[src/rtl/poly_shift_reg_pkg.sv]
// poly_shift_reg_pkg
//   Shared POKEY polynomial constants (tap masks and register lengths), the
//   default register value after reset, and the step-operation encoding
//   used by the polynomial/shift-register unit.
package poly_shift_reg_pkg;

  // Tap masks: bit i set means q[i] feeds the XOR feedback.
  localparam int          POLY17_W    = 17;
  localparam logic [16:0] POLY17_TAPS = 17'h00009;  // x^17 + x^3 + 1
  localparam int          POLY9_W     = 9;
  localparam logic [8:0]  POLY9_TAPS  = 9'h011;     // x^9 + x^4 + 1
  localparam int          POLY5_W     = 5;
  localparam logic [4:0]  POLY5_TAPS  = 5'h05;      // x^5 + x^2 + 1
  localparam int          POLY4_W     = 4;
  localparam logic [3:0]  POLY4_TAPS  = 4'h3;       // x^4 + x + 1

  localparam int DEFAULT_RESET_VAL = 1;

  // Operation selected for an enabled (or idle) step.
  typedef enum logic [1:0] {
    OP_HOLD   = 2'd0,
    OP_PRESET = 2'd1,
    OP_LOAD   = 2'd2,
    OP_SHIFT  = 2'd3
  } polyOp_e;

endpackage

[src/rtl/poly_shift_reg_if.sv]
// poly_shift_reg_if
//   Control/data bundle of the polynomial shift register.
//   master: step enable, mode selects, load/preset requests, serial input;
//           observes q, sout and wrap.
//   slave : the register unit itself.
interface poly_shift_reg_if
  import poly_shift_reg_pkg::*;
#(
  parameter int WIDTH = POLY17_W
);
  logic             enn;
  logic             lfsr_en;
  logic             short_mode;
  logic             ld;
  logic [WIDTH-1:0] d;
  logic             preset;
  logic             sin;
  logic [WIDTH-1:0] q;
  logic             sout;
  logic             wrap;

  modport master (
    output enn, lfsr_en, short_mode, ld, d, preset, sin,
    input  q, sout, wrap
  );

  modport slave (
    input  enn, lfsr_en, short_mode, ld, d, preset, sin,
    output q, sout, wrap
  );
endinterface

[src/rtl/poly_shift_reg_fb.sv]
// poly_fb
//   Combinational feedback for the polynomial register: XOR of the tapped
//   bits inside the active field q[len-1:0], plus a flag telling that the
//   active field is all zero (the LFSR lockup state).
//   q      : register contents
//   mask   : tap mask (bits at or above len are ignored)
//   len    : active field length
//   fb     : masked XOR-reduce of the active field
//   lockup : 1 when q[len-1:0] is all zero
module poly_fb #(
  parameter int WIDTH = 17,
  parameter int LW    = $clog2(WIDTH + 1)
) (
  input  logic [WIDTH-1:0] q,
  input  logic [WIDTH-1:0] mask,
  input  logic [LW-1:0]    len,
  output logic             fb,
  output logic             lockup
);

  always_comb begin
    fb     = 1'b0;
    lockup = 1'b1;
    for (int i = 0; i < WIDTH; i++) begin
      if (i < int'(len)) begin
        fb = fb ^ (q[i] & mask[i]);
        if (q[i]) lockup = 1'b0;
      end
    end
  end

endmodule

[src/rtl/poly_shift_reg.sv]
// poly_shift_reg
//   WIDTH-bit polynomial/shift register for the POKEY noise and RANDOM paths.
//   Supports parallel load, preset-to-ones, serial shift from sin and LFSR
//   mode with a selectable short length (ALT_WIDTH / ALT_TAP_MASK).
//   All state changes on the falling edge of clk.
//   clk   : system clock (falling edge active)
//   reset : synchronous, active-high; loads RESET_VAL and clears wrap
//   bus   : slave side of poly_shift_reg_if (enn, lfsr_en, short_mode, ld,
//           d, preset, sin in; q, sout = q[0], wrap pulse out)
module poly_shift_reg
  import poly_shift_reg_pkg::*;
#(
  parameter int                   WIDTH        = POLY17_W,
  parameter int                   ALT_WIDTH    = POLY9_W,
  parameter logic [WIDTH-1:0]     TAP_MASK     = WIDTH'(POLY17_TAPS),
  parameter logic [ALT_WIDTH-1:0] ALT_TAP_MASK = ALT_WIDTH'(POLY9_TAPS),
  parameter logic [WIDTH-1:0]     RESET_VAL    = WIDTH'(DEFAULT_RESET_VAL)
) (
  input logic             clk,
  input logic             reset,
  poly_shift_reg_if.slave bus
);

  localparam int               LW         = $clog2(WIDTH + 1);
  localparam logic [WIDTH-1:0] FULL_FIELD = '1;
  localparam logic [WIDTH-1:0] ALT_FIELD  = {{(WIDTH-ALT_WIDTH){1'b0}}, {ALT_WIDTH{1'b1}}};
  localparam logic [WIDTH-1:0] ALT_TAPS   = {{(WIDTH-ALT_WIDTH){1'b0}}, ALT_TAP_MASK};

  logic [WIDTH-1:0] qReg;
  logic [WIDTH-1:0] qNext;
  logic [WIDTH-1:0] field;
  logic [WIDTH-1:0] mask;
  logic [LW-1:0]    len;
  logic             fb;
  logic             lockup;
  logic             nb;
  logic             wrapReg;
  logic             wrapNext;
  polyOp_e          op;

  assign len   = bus.short_mode ? LW'(ALT_WIDTH) : LW'(WIDTH);
  assign field = bus.short_mode ? ALT_FIELD : FULL_FIELD;
  assign mask  = bus.short_mode ? ALT_TAPS : TAP_MASK;

  poly_fb #(
    .WIDTH (WIDTH),
    .LW    (LW)
  ) uFb (
    .q      (qReg),
    .mask   (mask),
    .len    (len),
    .fb     (fb),
    .lockup (lockup)
  );

  // An all-zero active field would stick forever; inject a 1 instead.
  assign nb = bus.lfsr_en ? (fb | lockup) : bus.sin;

  always_comb begin
    op = OP_SHIFT;
    if (!bus.enn)        op = OP_HOLD;
    else if (bus.preset) op = OP_PRESET;
    else if (bus.ld)     op = OP_LOAD;
  end

  // Every non-hold step rewrites the bits above the active field with zero,
  // which is how a switch into short mode clears them on its first step.
  always_comb begin
    qNext    = qReg;
    wrapNext = 1'b0;
    case (op)
      OP_HOLD:   qNext = qReg;
      OP_PRESET: qNext = field;
      OP_LOAD:   qNext = bus.d & field;
      OP_SHIFT: begin
        qNext = (qReg >> 1) & field;
        if (bus.short_mode) qNext[ALT_WIDTH-1] = nb;
        else                qNext[WIDTH-1]     = nb;
        wrapNext = bus.lfsr_en && (qNext == (RESET_VAL & field));
      end
      default:   qNext = qReg;
    endcase
  end

  // Register stage: q and wrap update together on the falling edge.
  always_ff @(negedge clk) begin
    if (reset) begin
      qReg    <= RESET_VAL;
      wrapReg <= 1'b0;
    end else begin
      qReg    <= qNext;
      wrapReg <= wrapNext;
    end
  end

  assign bus.q    = qReg;
  assign bus.sout = qReg[0];
  assign bus.wrap = wrapReg;

endmodule
[src/flat_wrapper.sv]
// flat-port wrapper written by rule: the top's interface ports become plain ports
module poly_shift_reg_flat import poly_shift_reg_pkg::*;
#(
  parameter int                   WIDTH        = POLY17_W,
  parameter int                   ALT_WIDTH    = POLY9_W,
  parameter logic [WIDTH-1:0]     TAP_MASK     = WIDTH'(POLY17_TAPS),
  parameter logic [ALT_WIDTH-1:0] ALT_TAP_MASK = ALT_WIDTH'(POLY9_TAPS),
  parameter logic [WIDTH-1:0]     RESET_VAL    = WIDTH'(DEFAULT_RESET_VAL)
)
  (clk, reset, bus_enn, bus_lfsr_en, bus_short_mode, bus_ld, bus_d, bus_preset, bus_sin, bus_q, bus_sout, bus_wrap);
  poly_shift_reg_if #(.WIDTH(WIDTH)) bus_i ();
  input logic clk;
  input logic reset;
  input wire logic [$bits(bus_i.enn)-1:0] bus_enn;
  input wire logic [$bits(bus_i.lfsr_en)-1:0] bus_lfsr_en;
  input wire logic [$bits(bus_i.short_mode)-1:0] bus_short_mode;
  input wire logic [$bits(bus_i.ld)-1:0] bus_ld;
  input wire logic [$bits(bus_i.d)-1:0] bus_d;
  input wire logic [$bits(bus_i.preset)-1:0] bus_preset;
  input wire logic [$bits(bus_i.sin)-1:0] bus_sin;
  output wire logic [$bits(bus_i.q)-1:0] bus_q;
  output wire logic [$bits(bus_i.sout)-1:0] bus_sout;
  output wire logic [$bits(bus_i.wrap)-1:0] bus_wrap;
  assign bus_i.enn = bus_enn;
  assign bus_i.lfsr_en = bus_lfsr_en;
  assign bus_i.short_mode = bus_short_mode;
  assign bus_i.ld = bus_ld;
  assign bus_i.d = bus_d;
  assign bus_i.preset = bus_preset;
  assign bus_i.sin = bus_sin;
  assign bus_q = bus_i.q;
  assign bus_sout = bus_i.sout;
  assign bus_wrap = bus_i.wrap;
  poly_shift_reg #(.WIDTH(WIDTH), .ALT_WIDTH(ALT_WIDTH), .TAP_MASK(TAP_MASK), .ALT_TAP_MASK(ALT_TAP_MASK), .RESET_VAL(RESET_VAL)) u_core (.clk(clk), .reset(reset), .bus(bus_i));
endmodule
[config.mk]
export PLATFORM = sky130hd
export DESIGN_NAME = poly_shift_reg_flat
export DESIGN_NICKNAME = d
export VERILOG_FILES = /design/src/rtl/poly_shift_reg_pkg.sv /design/src/rtl/poly_shift_reg_if.sv /design/src/rtl/poly_shift_reg_fb.sv /design/src/rtl/poly_shift_reg.sv /design/src/flat_wrapper.sv
export SDC_FILE = /design/constraint.sdc
export NUM_CORES = 1
export LEC_CHECK = 0
export CORE_ASPECT_RATIO = 0.7
export CORE_MARGIN = 5
export CORE_UTILIZATION = 23
export DETAILED_ROUTE_END_ITERATION = 6
export SKIP_CTS_REPAIR_TIMING = 1
export SLEW_MARGIN = 20
export SYNTH_ARGS = -nofsm -noshare
export SYNTH_HDL_FRONTEND = slang
export SYNTH_SLANG_ARGS = --single-unit
export TNS_END_PERCENT = 50
[constraint.sdc]
create_clock -name clk -period 2.1 [get_ports clk]
set_clock_uncertainty 0.1 [all_clocks]
set_input_delay 0.42 -clock clk [delete_from_list [all_inputs] [get_ports clk]]
set_output_delay 0.42 -clock clk [all_outputs]
set_load 0.005 [all_outputs]
=== After elaboration in Yosys (flattened, before gate mapping) ===
Index checks and enable logic that the tools add are counted.

* Mux-type cells: 63
* Magnitude comparators: 17
* Eq/ne operators: 4
* Bitwise logic cells: 37
* Reductions and logical operators: 3

{| class="wikitable"
|+ Operator list
! operator !! count
|-
| $mux W1 || 57
|-
| $pmux W17 S3 || 1
|-
| $lt A4 B5 Y1 const A || 8
|-
| $lt A3 B5 Y1 const A || 4
|-
| $and A16 B17 Y17 || 1
|-
| $and A17 B17 Y17 || 1
|-
| $eq A17 B1 Y1 || 1
|-
| $mux W17 || 1
|-
| $xor A1 B1 Y1 || 16
|-
| $and A1 B1 Y1 const B || 12
|-
| $lt A1 B5 Y1 const A || 2
|-
| $lt A2 B5 Y1 const A || 2
|-
| $mux W5 || 2
|-
| $and A1 B1 Y1 || 5
|-
| $lt A5 B5 Y1 const A || 1
|-
| $eq A2 B2 Y1 const B || 2
|-
| $mux W2 || 2
|-
| $eq A2 B1 Y1 const B || 1
|-
| $logic_not A2 Y1 || 1
|-
| $reduce_or A2 Y1 || 1
|-
| $logic_and A1 B1 Y1 || 1
|-
| $not A1 Y1 || 1
|-
| $or A1 B1 Y1 || 1
|}

* Logic and storage cells: 126
* Output and inout port bits: 19
* Flip-flop bits (word level): 18
* Input bits: 25

=== Longest topological paths before layout ===
Gate-level depths: netlist (run 1).

* Depth after elaboration: 41
* Depth in mapped cells: 6
* Mapped depth without buffers: 4

=== Cells and area by module ===
From an unflattened synthesis (run 1), not the netlist that was laid out.

* Cell total of the unflattened synthesis: 196
* Area total of the unflattened synthesis: 1634.1 um^2

{| class="wikitable"
|+ Modules (own cells, without submodules)
! module !! area each (um^2) !! times used !! seq. area each (um^2) !! cells an instance
|-
| poly_shift_reg || 1007.2 || 1 || 360.3 || 112
|-
| poly_fb || 626.9 || 1 || 0.0 || 84
|}

==> impl_metrics.sql, run 1 <==
INSERT INTO impl_metrics (metric_group, metric, value, unit) VALUES
('outcome', 'run_status', 'complete, but fails checks', ''),
('outcome', 'violations_in_the_final_reports', 'setup timing', ''),
('timing', 'setup-tns-final', '-5.64', 'ns'),
('logic_synthesis', 'mappedNetlistArea', '1030', 'um^2'),
('place', 'pre_cts_slack', '-0.967', 'ns'),
('die', 'floorplan.initialDensity', '23.7', '%'),
('cts', 'cts_made_buffers', '3', ''),
('timing', 'final-max-slew-violation-count', '0', ''),
('finish', 'post_route_cells_drive_above_1_share', '49.3', '%'),
('finish', 'layout-area-overhead-vs-synth', '95.1', '%'),
('logic_synthesis', 'synth-async-reset-ratio', '0', '%'),
('cts', 'root_buffer', 'clkbuf_8', ''),
('global_route', 'gr-usage-all-layers', '12.5', '%'),
('global_route', 'antenna_found_initial', '0', ''),
('logic_synthesis', 'syn_avg_cell_area', '8.77', 'um^2'),
('die', 'core_area', '4330', 'um^2'),
('logic_synthesis', 'syn_inst', '117', ''),
('detailed_routing', 'drt-vias-per-instance', '4.80', ''),
('logic_synthesis', 'simple_gate_portion_of_the_synthesized_area', '19.3', '%'),
('place', 'placed_cells_incl_taps', '243', ''),
('logic_synthesis', 'complex_gate_fraction_of_the_synthesized_area', '27.0', '%'),
('detailed_routing', 'drt_first_pass_iters', '4', ''),
('setup_path', 'setup.reg_to_reg.worst_slack', '0.44', 'ns'),
('timing', 'holdWs', '0.477', 'ns'),
('finish', 'design.final.nets', '241', ''),
('logic_synthesis', 'synth_cell_types', '36', ''),
('setup_path', 'critical_path.top_delay_family', 'flip-flops', ''),
('setup_path', 'crit_type', 'reg -> out', ''),
('setup_path', 'cp-start-kind', 'flip-flop', ''),
('setup_path', 'timing.critical_path.fanout_max', '2', ''),
('flow_run', 'max_cap_viol_count', '0', ''),
('logic_synthesis', 'synthesis.nets', '142', ''),
('die', 'fp.dieArea', '5920', 'um^2'),
('logic_synthesis', 'synth-seq-area-share', '35.1', '%'),
('finish', 'final_core_util', '46.2', '%'),
('cts', 'clock_transition_time_at_the_flip_flop_clock_pins_of_the_worst_setup_and_hold_paths', '0.04', 'ns'),
('setup_path', 'critPathSlowestCell', 'dfxtp_2', ''),
('logic_synthesis', 'post_synth_xor_area_fraction', '0', '%'),
('timing', 'post-route-worst-setup-slack', '-0.248', 'ns'),
('place', 'place_area', '1750', 'um^2'),
('detailed_routing', 'detailroute.via_count', '1297', ''),
('global_route', 'first_global_vias', '1294', ''),
('cts', 'ctsLongestPathBuffers', '2', ''),
('pwr', 'max_ir_drop_vdd', '0.377', 'mV'),
('pwr', 'report.power.total', '1.10', 'mW'),
('setup_path', 'max_stage_delay', '0.33', 'ns'),
('logic_synthesis', 'synth-edff-count', '0', ''),
('timing', 'setup_violations', '32', ''),
('logic_synthesis', 'combinational_family_with_the_most_area_after_synthesis', 'compound AO/OA/AOI/OAI gates', ''),
('detailed_routing', 'post_drt_wl_per_cell', '14.8', 'um'),
('global_route', 'grt_first_pass_wirelength', '5.95', 'mm'),
('logic_synthesis', 'synth_ff_type', 'dfxtp_1', ''),
('pwr', 'power_density', '548', 'nW/um^2'),
('place', 'io_buffer_count', '43', ''),
('die', 'die_outline_width', '89.8', 'um'),
('finish', 'layout_common_cells', 'buf_4 (34), inv_1 (22), nor2_1 (17), dfxtp_2 (17), clkdlybuf4s50_1 (15)', ''),
('timing', 'worstMarginPinSlew', '0.320', 'ns'),
('cts', 'clock_latency_reported_for_the_late_side_of_the_worst_skew_pair', '0.34', 'ns'),
('cts', 'clock_tree.htree_level_count', '1', ''),
('setup_path', 'endpoint_kind', 'primary output', ''),
('detailed_routing', 'drt_first_iter_violations', '146', ''),
('setup_path', 'critical_path.n_buffers_inverters', '1', ''),
('timing', 'hold_viol', '0', ''),
('finish', 'most_common_library_cell_in_the_layout_ignoring_fill_and_taps', 'buf_4', ''),
('die', 'dieHeight', '65.9', 'um'),
('finish', 'antenna_cells', '0', ''),
('place', 'detailed_place_hpwl', '2.72', 'mm'),
('finish', 'postLayoutCellArea', '2000', 'um^2'),
('detailed_routing', 'ant_nets', '0', ''),
('setup_path', 'critPathArrivalTime', '1.83', 'ns'),
('finish', 'fin_cells', '270', '');
==> cells by family (layout without fill, tap and decap cells) <==
family                 Yosys count  after routing
AOI/OAI and AO/OA               33             33
DFF                             18             18
buffers and inverters           14            112
and+or+nand+nor                 40             40
muxes                           12             12
==> routing by layer <==
layer / vias to the layer above / part of all wire (%) / GRT usage, %
met5: - / 0 / 0
met4: 0 / 1.4 / 6.23
met3: 7 / 7.9 / 5.46
met2: 64 / 44 / 18.2
met1: 595 / 46 / 15.6
li1: 631 / - / -
==> path summary, 6_finish.rpt <==
| kind | startpoint | to | cells after the start |
|---|---|---|---|
| worst max-delay path | u_core.bus.q[10] | bus_q[10] | 1 |
| worst min register to register | u_core.bus.q[11] | u_core.bus.q[10] | 3 |
| worst min-delay path | u_core.bus.q[11] | u_core.bus.q[10] | 3 |
| worst max register to register | u_core.bus.q[12] | u_core.bus.wrap | 6 |
==> cell usage after synthesis, drive strengths merged (2+ instances only) <==
master / number / area share (%)
dfxtp: 18 / 35
nor2: 18 / 6.6
a211oi: 12 / 8.8
mux2i: 11 / 11
nand2: 9 / 3.3
inv: 7 / 2.6
buf: 5 / 3.2
a21oi: 4 / 2.0
a222oi: 3 / 2.9
clkbuf: 2 / 0.73
nand2b: 2 / 1.2
nor2b: 2 / 1.2
nor3: 2 / 0.98
nor4: 2 / 1.8
o21ai: 2 / 0.97
o221ai: 2 / 1.7
==> where the power goes <==
part,internal (mW),total (mW),switching (mW)
registers,0.370,0.383,0.0131
logic,0.177,0.312,0.134
clock network,0.177,0.404,0.227
total,0.723,1.10,0.375
==> registers in the layout, summed over array words and instances, names as in the netlist <==
signal and cells:
u_core.bus.wrap 1, u_core.bus.q 17
==> final cells by class <==
type / instances / area (um^2)
fillers: 423 / 2330
clock buffers: 3 / 41.3
clock inverters: 19 / 72.6
well taps: 55 / 68.8
repair buffers: 84 / 741
inverters: 6 / 22.5
multi-input cells: 85 / 674
flip-flops and latches: 18 / 382
No activity file was read; power rests on OpenSTA's default activity.
==> inputs of run 2 (changes only) <==
Settings changed: CAP_MARGIN set to 20, SETUP_SLACK_MARGIN set to 0.02.
==> run 2 against run 1 <==
  * The run still ends with setup timing left
  * Non-clock buffer count unchanged
  * Critical path depth unchanged
  * Sequential cell count unchanged
  * Via count down 0.54%
  * Critical path type unchanged
  * Critical endpoint unchanged
==> impl_metrics.sql, run 2 (synthesis results as in run 1) <==
INSERT INTO impl_metrics (metric_group, metric, value, unit) VALUES
('setup_path', 'max_stage_delay', '0.33', 'ns'),
('timing', 'hold_viol', '0', ''),
('place', 'detailed_place_hpwl', '2.72', 'mm'),
('place', 'placed_cells_incl_taps', '243', ''),
('detailed_routing', 'ant_nets', '0', ''),
('global_route', 'gr-usage-all-layers', '12.5', '%'),
('die', 'floorplan.initialDensity', '23.7', '%'),
('finish', 'largest_reg_flops', '17', ''),
('setup_path', 'r2r_cells', '6', ''),
('worst_hold_path', 'worstHoldPathCells', '3', ''),
('finish', 'fin_cells', '270', ''),
('cts', 'cts_sinks', '18', ''),
('detailed_routing', 'drt_first_pass_iters', '4', ''),
('place', 'io_buffer_count', '43', ''),
('die', 'dieHeight', '65.9', 'um'),
('detailed_routing', 'post_drt_wl_per_cell', '14.7', 'um'),
('timing', 'grt_setup_unrepaired', 'true', ''),
('cts', 'cts_made_buffers', '3', ''),
('global_route', 'grt_start_max_net_pins', '15', ''),
('global_route', 'grt-ovfl-total', '0', ''),
('setup_path', 'crit_type', 'reg -> out', ''),
('global_route', 'antenna_found_initial', '0', ''),
('setup_path', 'critPathSlowestCell', 'dfxtp_2', ''),
('outcome', 'run_status', 'complete, but fails checks', ''),
('finish', 'postLayoutCellArea', '1990', 'um^2'),
('cts', 'cts_tree', 'built', ''),
('die', 'die_outline_width', '89.8', 'um'),
('finish', 'layout_common_cells', 'buf_4 (34), inv_1 (22), nor2_1 (17), dfxtp_2 (17), clkdlybuf4s50_1 (15)', ''),
('detailed_routing', 'remaining_drc_errors', '0', ''),
('timing', 'setup_violations', '32', ''),
('die', 'design.portCount', '44', ''),
('detailed_routing', 'routed_wirelength', '3.98', 'mm'),
('setup_path', 'worst_endpoint_required_time', '1.58', 'ns'),
('setup_path', 'endpoint_kind', 'primary output', ''),
('cts', 'clock_latency_reported_for_the_late_side_of_the_worst_skew_pair', '0.34', 'ns'),
('cts', 'clock_tree.htree_level_count', '1', ''),
('setup_path', 'critical_path.n_buffers_inverters', '1', ''),
('finish', 'antenna_cells', '0', ''),
('global_route', 'first_global_vias', '1294', ''),
('pwr', 'power_density', '550', 'nW/um^2'),
('setup_path', 'critPathArrivalTime', '1.83', 'ns'),
('cts', 'clock_transition_time_at_the_flip_flop_clock_pins_of_the_worst_setup_and_hold_paths', '0.04', 'ns'),
('setup_path', 'cp-start-kind', 'flip-flop', ''),
('finish', 'post_route_cells_drive_above_1_share', '48.4', '%'),
('global_route', 'grt_first_pass_wirelength', '5.95', 'mm'),
('die', 'core_area', '4330', 'um^2'),
('setup_path', 'cp_num_cells', '1', ''),
('die', 'rows', '20', ''),
('detailed_routing', 'drt-vias-per-instance', '4.78', ''),
('setup_path', 'crit_chain', 'clkbuf_2', ''),
('die', 'fp.dieArea', '5920', 'um^2'),
('pwr', 'report.power.total', '1.10', 'mW'),
('finish', 'layout-area-overhead-vs-synth', '94.4', '%'),
('setup_path', 'critical_path.top_delay_family', 'flip-flops', ''),
('outcome', 'violations_in_the_final_reports', 'setup timing', ''),
('cts', 'ctsLongestPathBuffers', '2', ''),
('pwr', 'max_ir_drop_vdd', '0.378', 'mV'),
('place', 'place_congestion', '0.914', ''),
('timing', 'post-route-worst-setup-slack', '-0.249', 'ns'),
('setup_path', 'timing.critical_path.fanout_max', '2', ''),
('timing', 'timing.slew.headroom', '78.5', '%'),
('finish', 'final_core_util', '46.1', '%'),
('timing', 'worstMarginPinSlew', '0.320', 'ns'),
('finish', 'most_common_library_cell_in_the_layout_ignoring_fill_and_taps', 'buf_4', ''),
('detailed_routing', 'drt_first_iter_violations', '133', ''),
('detailed_routing', 'detailroute.via_count', '1290', ''),
('cts', 'root_buffer', 'clkbuf_8', ''),
('flow_run', 'max_cap_viol_count', '0', ''),
('finish', 'design.final.nets', '241', ''),
('pwr', 'power.leakage', '0.985', 'nW'),
('place', 'place_area', '1750', 'um^2'),
('timing', 'final-max-slew-violation-count', '0', ''),
('worst_hold_path', 'hp-class', 'reg -> reg', '');
## run 2: worst register-to-register path, cell delays in order, from the launching register on
cell,delay [ns]
dfxtp_2,0.31
buf_4,0.12
buf_4,0.13
nor4_1,0.30
a21o_1,0.25
o2111ai_1,0.15
a211oi_2,0.24
## run 2: final timing paths
path	startpoint	end	slack (ns)
setup / recovery	u_core.bus.q[10]	bus_q[10]	-0.25
hold reg to reg	u_core.bus.q[11]	u_core.bus.q[10]	0.48
hold / removal	u_core.bus.q[11]	u_core.bus.q[10]	0.48
setup reg to reg	u_core.bus.q[12]	u_core.bus.wrap	0.44
## run 2: final cells by class
| cell class | count | area [um^2] |
|---|---|---|
| clock buffers | 3 | 41.3 |
| clock inverters | 19 | 72.6 |
| fillers | 425 | 2330 |
| inverters | 6 | 22.5 |
| multi-input cells | 85 | 667 |
| flip-flops and latches | 18 | 382 |
| well taps | 55 | 68.8 |
| repair buffers | 84 | 741 |
## run 2: metal layers
metal / global-route usage, % / vias to the layer above / wire [um]
met4: 6.23 / 0 / 63
met1: 15.6 / 588 / 1860
met5: 0 / - / 0
met2: 18.2 / 62 / 1750
met3: 5.46 / 9 / 303
li1: - / 631 / -
## run 2: power breakdown
| group | switching, mW | internal, mW | total [mW] |
|---|---|---|---|
| registers | 0.0132 | 0.370 | 0.383 |
| logic | 0.133 | 0.176 | 0.309 |
| clock network | 0.228 | 0.177 | 0.405 |
| total | 0.375 | 0.722 | 1.10 |
## run 2: stage by stage
stage	worst slack [ns]	hold slack, ns	setup TNS [ns]
finish	-0.249	0.482	-5.66
global route	-0.303	0.504	-6.90
CTS	-0.681	0.503	-22.71
detailed placement	-0.967	0.492	-21.77
global placement	-0.933	0.490	-21.30
floorplan	-0.358	0.381	-3.14
==> inputs of run 3 (changes only) <==
Settings changed: ABC_CLOCK_PERIOD_IN_PS set to 2100, PLACE_DENSITY set to 0.5, SETUP_SLACK_MARGIN 0.02 to unset.
==> run 3 against run 2 <==
  * Non-clock buffer count grew 6
  * Critical path depth grew 4
  * Count of clock-buffer cells in the layout is the same
  * First-iteration DRC count shrank 28%
  * Cell area grew 5.3%
  * Sequential power is essentially flat
  * Critical endpoint is now u_core.bus.q[8]
  * The flow still finishes with violations (setup timing)
  * Worst hold slack gained 0.0045 ns
  * Register-to-register slack gained 0.03 ns
  * Via count grew 0.78%
  * Largest power group unchanged
==> impl_metrics.sql, run 3 (synthesis results as in run 1) <==
INSERT INTO impl_metrics (metric_group, metric, value, unit) VALUES
('global_route', 'grt_first_pass_wirelength', '5.99', 'mm'),
('setup_path', 'crit_type', 'in -> reg', ''),
('timing', 'setup_violations', '28', ''),
('setup_path', 'r2r_cells', '5', ''),
('pwr', 'power.switching_fraction', '33.7', '%'),
('finish', 'most_common_library_cell_in_the_layout_ignoring_fill_and_taps', 'buf_4', ''),
('pwr', 'power.leakage', '1.02', 'nW'),
('finish', 'post_route_cells_drive_above_1_share', '52.0', '%'),
('global_route', 'first_global_vias', '1274', ''),
('finish', 'layout-area-overhead-vs-synth', '105', '%'),
('setup_path', 'worst_r2r_startpoint', 'u_core.bus.q[11]', ''),
('die', 'design.portCount', '44', ''),
('timing', 'timing.slew.headroom', '70.9', '%'),
('pwr', 'report.power.total', '1.11', 'mW'),
('cts', 'clock_latency_reported_for_the_late_side_of_the_worst_skew_pair', '0.33', 'ns'),
('place', 'io_buffer_count', '43', ''),
('pwr', 'pwr-share-comb', '29.8', '%'),
('finish', 'postLayoutCellArea', '2100', 'um^2'),
('finish', 'multi_input_area', '693', 'um^2'),
('pwr', 'cellInternalPower', '738', 'uW'),
('place', 'place_area', '1750', 'um^2'),
('detailed_routing', 'drt_first_pass_iters', '7', ''),
('worst_hold_path', 'hp-class', 'reg -> reg', ''),
('finish', 'antenna_cells', '0', ''),
('setup_path', 'endpoint_kind', 'flip-flop', ''),
('setup_path', 'setup.worst_path.start', 'bus_short_mode', ''),
('cts', 'root_buffer', 'clkbuf_8', ''),
('die', 'fp.dieArea', '5920', 'um^2'),
('pwr', 'total_switching_power', '375', 'uW'),
('die', 'floorplan.initialDensity', '23.7', '%'),
('place', 'detailed_place_hpwl', '2.87', 'mm'),
('pwr', 'power_density', '530', 'nW/um^2'),
('detailed_routing', 'detailroute.via_count', '1300', ''),
('cts', 'cts_tree', 'built', ''),
('outcome', 'violations_in_the_final_reports', 'setup timing', ''),
('cts', 'ctsLongestPathBuffers', '2', ''),
('timing', 'final-max-slew-violation-count', '0', ''),
('setup_path', 'worst_endpoint_required_time', '1.16', 'ns'),
('cts', 'clock_tree.htree_level_count', '1', ''),
('global_route', 'grt-ovfl-total', '0', ''),
('pwr', 'max_ir_drop_vdd', '0.296', 'mV'),
('die', 'die_outline_width', '89.8', 'um'),
('setup_path', 'cp-start-kind', 'input pin', ''),
('finish', 'filler_cells', '424', ''),
('finish', 'layout_common_cells', 'buf_4 (37), inv_1 (21), nor2_1 (17), dfxtp_2 (17), clkdlybuf4s50_1 (14)', ''),
('timing', 'grt_setup_unrepaired', 'true', ''),
('die', 'core_area', '4330', 'um^2'),
('detailed_routing', 'drt_first_iter_violations', '96', ''),
('worst_hold_path', 'timing.hold.worst.start', 'u_core.bus.q[11]', ''),
('flow_run', 'max_cap_viol_count', '0', ''),
('pwr', 'power_frac_seq', '34.6', '%'),
('worst_hold_path', 'worstHoldPathCells', '3', ''),
('finish', 'ff_latch_area', '385', 'um^2'),
('setup_path', 'timing.critical_path.fanout_max', '3', ''),
('die', 'rows', '20', ''),
('outcome', 'run_status', 'complete, but fails checks', ''),
('timing', 'hold_viol', '0', ''),
('setup_path', 'critPathArrivalTime', '1.47', 'ns'),
('global_route', 'grt_start_max_net_pins', '15', ''),
('timing', 'post-route-worst-setup-slack', '-0.310', 'ns'),
('place', 'placed_cells_incl_taps', '243', ''),
('timing', 'setup-tns-final', '-5.65', 'ns'),
('detailed_routing', 'routed_wirelength', '3.97', 'mm'),
('place', 'pre_cts_slack', '-0.982', 'ns'),
('detailed_routing', 'post_drt_wl_per_cell', '14.4', 'um'),
('finish', 'fin_cells', '276', ''),
('detailed_routing', 'ant_nets', '0', ''),
('die', 'dieHeight', '65.9', 'um'),
('finish', 'largest_reg_flops', '17', ''),
('global_route', 'antenna_found_initial', '0', ''),
('place', 'place_congestion', '0.796', ''),
('detailed_routing', 'remaining_drc_errors', '0', ''),
('cts', 'cts_sinks', '18', ''),
('detailed_routing', 'drt-vias-per-instance', '4.71', ''),
('pwr', 'clkPwrFrac', '35.7', '%'),
('cts', 'cts_made_buffers', '3', ''),
('cts', 'clock_transition_time_at_the_flip_flop_clock_pins_of_the_worst_setup_and_hold_paths', '0.03', 'ns'),
('finish', 'design.final.nets', '247', ''),
('global_route', 'gr-usage-all-layers', '12.3', '%'),
('timing', 'worstMarginPinSlew', '0.433', 'ns');
## run 3: changes by cell type in the layout (fill, tap and decap cells not counted), moves of 2 or more
cell	delta
buf_12	+2
a211oi_2	-3
buf_4	+3
a211oi_1	+2
## run 3: layout make-up
type	instances	share of cell area, %
Clock buffer	3	1.97
Multi-Input combinational cell	85	33.0
Sequential cell	18	18.4
Inverter	6	1.19
Clock inverter	19	3.46
Timing Repair Buffer	90	38.7
Tap cell	55	3.28
## run 3: metal layers
metal / up-vias / track usage, % / part of all wire [%]
met5: - / 0 / 0
met4: 0 / 3.21 / 0
met3: 0 / 5.80 / 6.8
met2: 50 / 17.8 / 45
met1: 609 / 16.1 / 48
li1: 641 / - / -
## run 3: critical path, cell delays in order
cell and delay [ns]:
buf_8 0.10, mux2_4 0.30, or2_4 0.26, a2111oi_4 0.32, nor2_1 0.07
## run 3: metrics by stage
stage               hold WS (ns)  utilization, %
floorplan                  0.381               -
global placement           0.479            40.4
detailed placement         0.482            40.4
CTS                        0.492            43.0
global route               0.513            48.5
finish                     0.486            48.5
## run 3: worst paths after layout
| check | endpoint | slack, ns |
|---|---|---|
| hold reg to reg | u_core.bus.q[11] | 0.49 |
| setup / recovery | u_core.bus.q[8] | -0.31 |
| hold / removal | u_core.bus.q[11] | 0.49 |
| setup reg to reg | u_core.bus.wrap | 0.47 |
## run 3: power groups by stage
stage / Clock (mW) / Combinational (mW) / Sequential (mW)
2_1_floorplan: 0.0554 / 0.109 / 0.392
4_1_cts: 0.413 / 0.286 / 0.379
5_1_grt: 0.455 / 0.357 / 0.387
6_report: 0.397 / 0.331 / 0.385
3_5_place_dp: 0.0554 / 0.284 / 0.383
3_3_place_gp: 0.0554 / 0.284 / 0.383
